File: src/rtl/cs_sequencer.sv
// cs_sequencer: microcode control-store address sequencer (RUN/HOLD/FAULT).
// Optional 4-entry return stack with Call_In/Return_In when CS_RETURN_STACK_EN is defined.
module cs_sequencer #(
    parameter int DATAWIDTH_BUS = 32,
    parameter int CSADDR_WIDTH  = 11
) (
    input  logic                     CLK,
    input  logic                     RESET_InLow,
    input  logic [1:0]               Control_Branch_In,
    input  logic [CSADDR_WIDTH-1:0]  JumpAddr_In,
    input  logic [DATAWIDTH_BUS-1:0] IR_In,
    input  logic                     Stall_In,
`ifdef CS_RETURN_STACK_EN
    input  logic                     Call_In,
    input  logic                     Return_In,
`endif
    output logic [CSADDR_WIDTH-1:0]  CSAddress_Out,
    output logic                     Fault_Out,
    output logic [1:0]               State_Out
);
    localparam int AW = CSADDR_WIDTH;

    typedef enum logic [1:0] {RUN = 2'b00, HOLD = 2'b01, FAULT = 2'b10} state_t;

    state_t        state, state_nxt;
    logic [AW-1:0] csar, csar_nxt, sel_addr, target, csar_inc;
    logic          fault, fault_nxt, illegal, advance;
    logic [10:0]   decode_addr;

    assign csar_inc    = csar + AW'(1);
    assign decode_addr = {1'b1, IR_In[31:30], IR_In[24:19], 2'b00};
    assign sel_addr    = (Control_Branch_In == 2'b01) ? JumpAddr_In :
                         (Control_Branch_In == 2'b10) ? AW'(decode_addr) : csar_inc;

`ifdef CS_RETURN_STACK_EN
    logic [AW-1:0] stack [4];
    logic [2:0]    depth;
    logic          push, pop;

    assign push    = Call_In && !Return_In && Control_Branch_In == 2'b01;
    assign pop     = Return_In && !Call_In;
    // Return overrides the branch select, including an otherwise illegal one
    assign illegal = (Call_In && Return_In) || (push && depth == 3'd4) ||
                     (pop && depth == 3'd0) || (!pop && Control_Branch_In == 2'b11);
    assign target  = pop ? stack[depth[1:0] - 2'd1] : sel_addr;

    always_ff @(posedge CLK or negedge RESET_InLow) begin
        if (!RESET_InLow)
            depth <= 3'd0;
        else if (advance && push)
            depth <= depth + 3'd1;
        else if (advance && pop)
            depth <= depth - 3'd1;
    end

    always_ff @(posedge CLK) begin
        if (advance && push)
            stack[depth[1:0]] <= csar_inc;
    end
`else
    assign illegal = Control_Branch_In == 2'b11;
    assign target  = sel_addr;
`endif

    assign advance = state != FAULT && !Stall_In && !illegal;

    always_ff @(posedge CLK or negedge RESET_InLow) begin
        if (!RESET_InLow) begin
            state <= RUN;
            csar  <= '0;
            fault <= 1'b0;
        end else begin
            state <= state_nxt;
            csar  <= csar_nxt;
            fault <= fault_nxt;
        end
    end

    always_comb begin
        state_nxt = state;
        csar_nxt  = csar;
        fault_nxt = fault;
        if (state != FAULT) begin
            if (Stall_In) begin
                state_nxt = HOLD;
            end else if (illegal) begin
                state_nxt = FAULT;
                fault_nxt = 1'b1;
            end else begin
                state_nxt = RUN;
                csar_nxt  = target;
            end
        end
    end

    always_comb begin
        CSAddress_Out = csar;
        Fault_Out     = fault;
        State_Out     = state;
    end
endmodule

File: config.mk
export PLATFORM = sky130hd
export DESIGN_NAME = cs_sequencer
export DESIGN_NICKNAME = d
export VERILOG_FILES = /design/src/rtl/cs_sequencer.sv
export SDC_FILE = /design/constraint.sdc
export NUM_CORES = 1
export LEC_CHECK = 0
export CORE_MARGIN = 1.5
export CORE_UTILIZATION = 37
export DETAILED_ROUTE_END_ITERATION = 16
export HOLD_SLACK_MARGIN = 0.08
export PLACE_DENSITY = 0.84
export SYNTH_ARGS = -nofsm -noshare
export SYNTH_HDL_FRONTEND = slang
export SYNTH_SLANG_ARGS = --single-unit
File: constraint.sdc
create_clock -name CLK -period 3.2 [get_ports CLK]
set_clock_uncertainty 0.05 [all_clocks]
set_input_delay 0.32 -clock CLK [delete_from_list [all_inputs] [get_ports CLK]]
set_output_delay 0.32 -clock CLK [all_outputs]
set_load 0.01 [all_outputs]
### After elaboration in Yosys (flattened, before gate mapping)

Cells that the tools add are included.

| storage, ports and cells | value |
|---|---|
| register bits | 14 |
| output and inout bits | 14 |
| input bits | 48 |
| logic and storage cells | 16 |

| cells by class | value |
|---|---|
| multiplexer cells | 4 |
| reductions and logical operators | 2 |
| add/sub/neg operators | 1 |
| bitwise gates (word level) | 2 |
| equality and inequality tests | 4 |

Operator list:

| cell | number |
|---|---|
| two-way mux 11 bit | 2 |
| adder 11 x 1 -> 11 bit (second input constant) | 1 |
| AND reduction 3 bit | 2 |
| == test 2 bit (second input constant) | 2 |
| two-way mux 2 bit | 2 |
| == test 2 x 1 -> 1 bit (second input constant) | 1 |
| != test 2 bit (second input constant) | 1 |
| inverter 1 bit | 2 |

### Depth between registers and ports, before layout

| logic depth | value |
|---|---|
| depth in word-level cells | 3 |
| mapped depth | 6 |
| gate-level depth less buffers | 5 |

### Least setup slack after synthesis

No wires, ideal clock.

| path | value |
|---|---|
| path kind | reg2reg |
| start | register csar[0], in the netlist CSAddress_Out[0] |
| end | register csar[7], in the netlist CSAddress_Out[7] |
| period minus slack after synthesis | 1,453 ps |
| stages on the path, launching flop included | 5 |
| required time | 3,020 ps |
| setup slack | 1,747 ps |
| arrival time | 1,273 ps |
| path buffers | 0 |
| cell sequence | dfrtp_1 -> nand3_1 -> or4_1 -> o221ai_1 -> a21oi_1 |

| between the ends | value |
|---|---|
| word-level cells in the longest chain between the ends | 3 |

Ends and longest elaborated chain:

| element | line | source |
|---|---|---|
| start: declaration | 26 | `logic [AW-1:0] csar, csar_nxt, sel_addr, target, csar_inc;` |
| start signal: assignment | 74 | `csar <= csar_nxt;` |
| adder 11 x 1 -> 11 bit | 30 | `assign csar_inc = csar + AW'(1);` |
| two-way mux 11 bit | 33 | `(Control_Branch_In == 2'b10) ? AW'(decode_addr) : csar_inc;` |
| two-way mux 11 bit | 32 | `assign sel_addr = (Control_Branch_In == 2'b01) ? JumpAddr_In :` |

No other way between the ends.
A chain may end at the register's enable or synchronous reset.

### Final worst setup path

| path | value |
|---|---|
| start | input Control_Branch_In[0] |
| end | register csar[6], in the netlist CSAddress_Out[6] |

| between the ends | value |
|---|---|
| word-level cells in the longest chain between the ends | 3 |
| elaborated cells between the ends (all ways) | 7 |

Ends and longest elaborated chain:

| element | line | source |
|---|---|---|
| start: declaration | 9 | `input logic [1:0] Control_Branch_In,` |
| == test 2 bit (on tied branches) | 33, 61 |  |
| two-way mux 11 bit / inverter 1 bit (equally long branches) | - |  |
| two-way mux 11 bit / AND reduction 3 bit (equally long branches) | - |  |

Parallel ways exist; a longest one is shown, timed or not.

==> metrics <==
most frequent cells after synthesis=dfrtp_1, nor2_1, o21ai_0; row count=17; crit-path cells=clkdlybuf4s50_1 > xor2_2 > nor2_1 > a222oi_1 > o2bb2ai_1; ys flop type=dfrtp_1; layout cells sized above 1=under 10%; synth top area cells=dfrtp_1, o21ai_0, nor2_1, nand3_1, nand2b_1; Synth area leader=dfrtp_1; CTS buffer count=3; drt first pass iters=4; DR WL/cell=roughly 14 um; Worst Setup EP=CSAddress_Out[6]$_DFFE_PN0P_; Bufs on Longest Clock Path=2; Cells after Synth=104; Worst R2R End=CSAddress_Out[10]$_DFFE_PN0P_; synthesis-stage register bit count=14; setup_tns=0 ns; worst slew pin tran=between 0.6 and 0.7 ns; max-slew violations=0; final core occ=58.4%; nets=191; antenna violations before repair=0; port buffer count=37; ys async rst share=100%; RSZ-0062 raised after global routing=false; # diodes=0; crit-path max cell delay=0.85 ns; status=completed; gpl congestion=0.891; CP arrival=2.10 ns; vias in the first global route=between 800 and 900; kind of critical path=input pin to flip-flop; Worst IR Drop VDD=about 270 uV; CTS tree=yes; total number of yosys warnings=0; synthesized area=~900 um^2; worst path bufs/invs=1; core area=0.00225 mm^2; die height=52.2 um; Post-Syn Area per Cell=approximately 8.6 um^2; CP Max Fanout=15; Clock Tree Root=clkbuf_4; final setup vio count=0; post-synth top area share=39.2%; Num Clock Sinks=14; WP data required=3.31 ns; GRT Util Overall=18.9%; EDFF count, synth=0; sequential share of the synthesized area=39.2%; hold violation count in the final report=0; fin crit share=between 60% and 70%; post-CTS setup buffer count=0; first-pass GRT wire length=3.85 mm; Worst R2R Path Depth=5; worst hold path type=input pin to async pin; CP Capture Type=flip-flop; most numerous cell in the Yosys netlist=dfrtp_1; vias per cell=5.72; Ports=62; minimum clock period=1.99 ns; r2r startpoint=CSAddress_Out[0]$_DFFE_PN0P_; post-route ant nets=0; Synth Net Count=about 150; starting density of the core=between 30% and 40%; r2r setup slk=1.56 ns; hpwl dp=1.80 mm; hold slack=0.391 ns; PwrDens=505 mW/mm^2; synth-to-layout area growth=47.3%; slowest CP cell=clkdlybuf4s50_1; Routed WL=2.40 mm; P_leak=slightly below 0.5 nW; H-tree depth=1; Crit path depth=5; fmax=a little over 0.5 GHz; Max Cap Violations=0; fillers=217; # hold bufs at CTS=0; Crit. Startpoint=Control_Branch_In[0]; iteration-0 DRC count of the detailed router=26; pin count of the biggest net entering global routing=17; cts repair resizes=0; max_slew headroom=between 50% and 60%; total number of vias=967; Remaining Overflow, GRT=0; clk slew on worst S/H paths=roughly 0.090 ns; die area=0.00272 mm^2; delay-heaviest family, CP=buffers and inverters; Yosys cell types=34; clk_lat worst skew=0.28 ns; DRC=0; Die X=52.2 um; Critical Path Start Type=input pin
## where the power goes
part	switching, mW	internal [mW]
Combinational	0.111	0.148
Clock	0.0590	0.0691
Sequential	0.0597	0.218
## area by class of cell
| class | instances | area [um^2] | area share [%] |
|---|---|---|---|
| Inverter | 3 | 11.3 | 0.855 |
| Sequential cell | 14 | 350 | 26.6 |
| Clock buffer | 4 | 36.3 | 2.75 |
| Timing Repair Buffer | 37 | 370 | 28.1 |
| Multi-Input combinational cell | 83 | 514 | 39.0 |
| Tap cell | 28 | 35.0 | 2.66 |
## sequential cells by signal (all words and copies together), names as in the netlist
name           flops
CSAddress_Out     11
Fault_Out          1
State_Out          2
## through the flow
step	setup slack (ns)	instance area (um^2)	power, mW	std cells
3_3_place_gp	0.959	1280	0.532	165
6_report	1.21	1320	0.665	169
5_1_grt	1.13	1320	0.715	169
2_1_floorplan	1.75	895	0.392	104
4_1_cts	1.25	1320	0.671	169
3_5_place_dp	0.939	1280	0.539	165
## layout by cell type (no fill, tap or decap)
master           count
o31ai_1              1
a222oi_1             2
nand2_1              7
clkbuf_8             1
o21ai_0             10
o22ai_1              2
dfrtp_1             14
inv_1                3
o21a_1               2
or4_1                1
clkbuf_4             3
a31oi_1              2
nand4_1              1
nor3b_1              1
o221ai_1             1
and3_1               2
xor2_2               1
nand2b_1             5
nand3_1              7
nor4_1               1
a31o_2               1
nor3_1               3
o41ai_1              2
nor2b_1              3
o22a_1               2
mux2i_1              2
a2111oi_0            1
a21oi_1              6
nor2_1              10
xnor2_1              1
a221oi_1             2
clkdlybuf4s50_1     37
o2bb2ai_1            3
ha_1                 1
## logic make-up (layout without fill, tap and decap cells)
logic type      count (synthesis)  after routing  share of synthesized area (%)
fa+ha+maj                       1              1                           1.40
xor+xnor                        2              2                           2.80
mux                             2              2                           2.24
compound gates                 37             37                           28.3
simple gates                   41             41                           22.8
buf+inv                         7             44                           3.36
flops                          14             14                           39.2
## how the worst min path moves through the flow
stage                     cells past startpoint                            to                  start
after floorplan                               0  CSAddress_Out[0]$_DFFE_PN0P_            RESET_InLow
after global placement                        1         Fault_Out$_DFFE_PN0P_  Fault_Out$_DFFE_PN0P_
after detailed placement                      1         Fault_Out$_DFFE_PN0P_  Fault_Out$_DFFE_PN0P_
after CTS                                     1  CSAddress_Out[8]$_DFFE_PN0P_            RESET_InLow
after global routing                          1  CSAddress_Out[6]$_DFFE_PN0P_            RESET_InLow
final                                         1  CSAddress_Out[8]$_DFFE_PN0P_            RESET_InLow
## routing by layer
| metal | share of wire [%] | track usage [%] | vias to the layer above |
|---|---|---|---|
| li1 | - | - | 472 |
| met1 | 45 | 23.4 | 460 |
| met2 | 47 | 32.5 | 31 |
| met3 | 6.0 | 2.86 | 4 |
| met5 | 0 | 0 | - |
| met4 | 1.3 | 8.12 | 0 |
## worst register-to-register path, stage by stage (launching register included)
cell     delay (ns)
dfrtp_1        0.44
ha_1           0.21
nand3_1        0.19
nor3_1         0.33
mux2i_1        0.23
a21oi_1        0.08
Power figures use the tool's default switching activity.
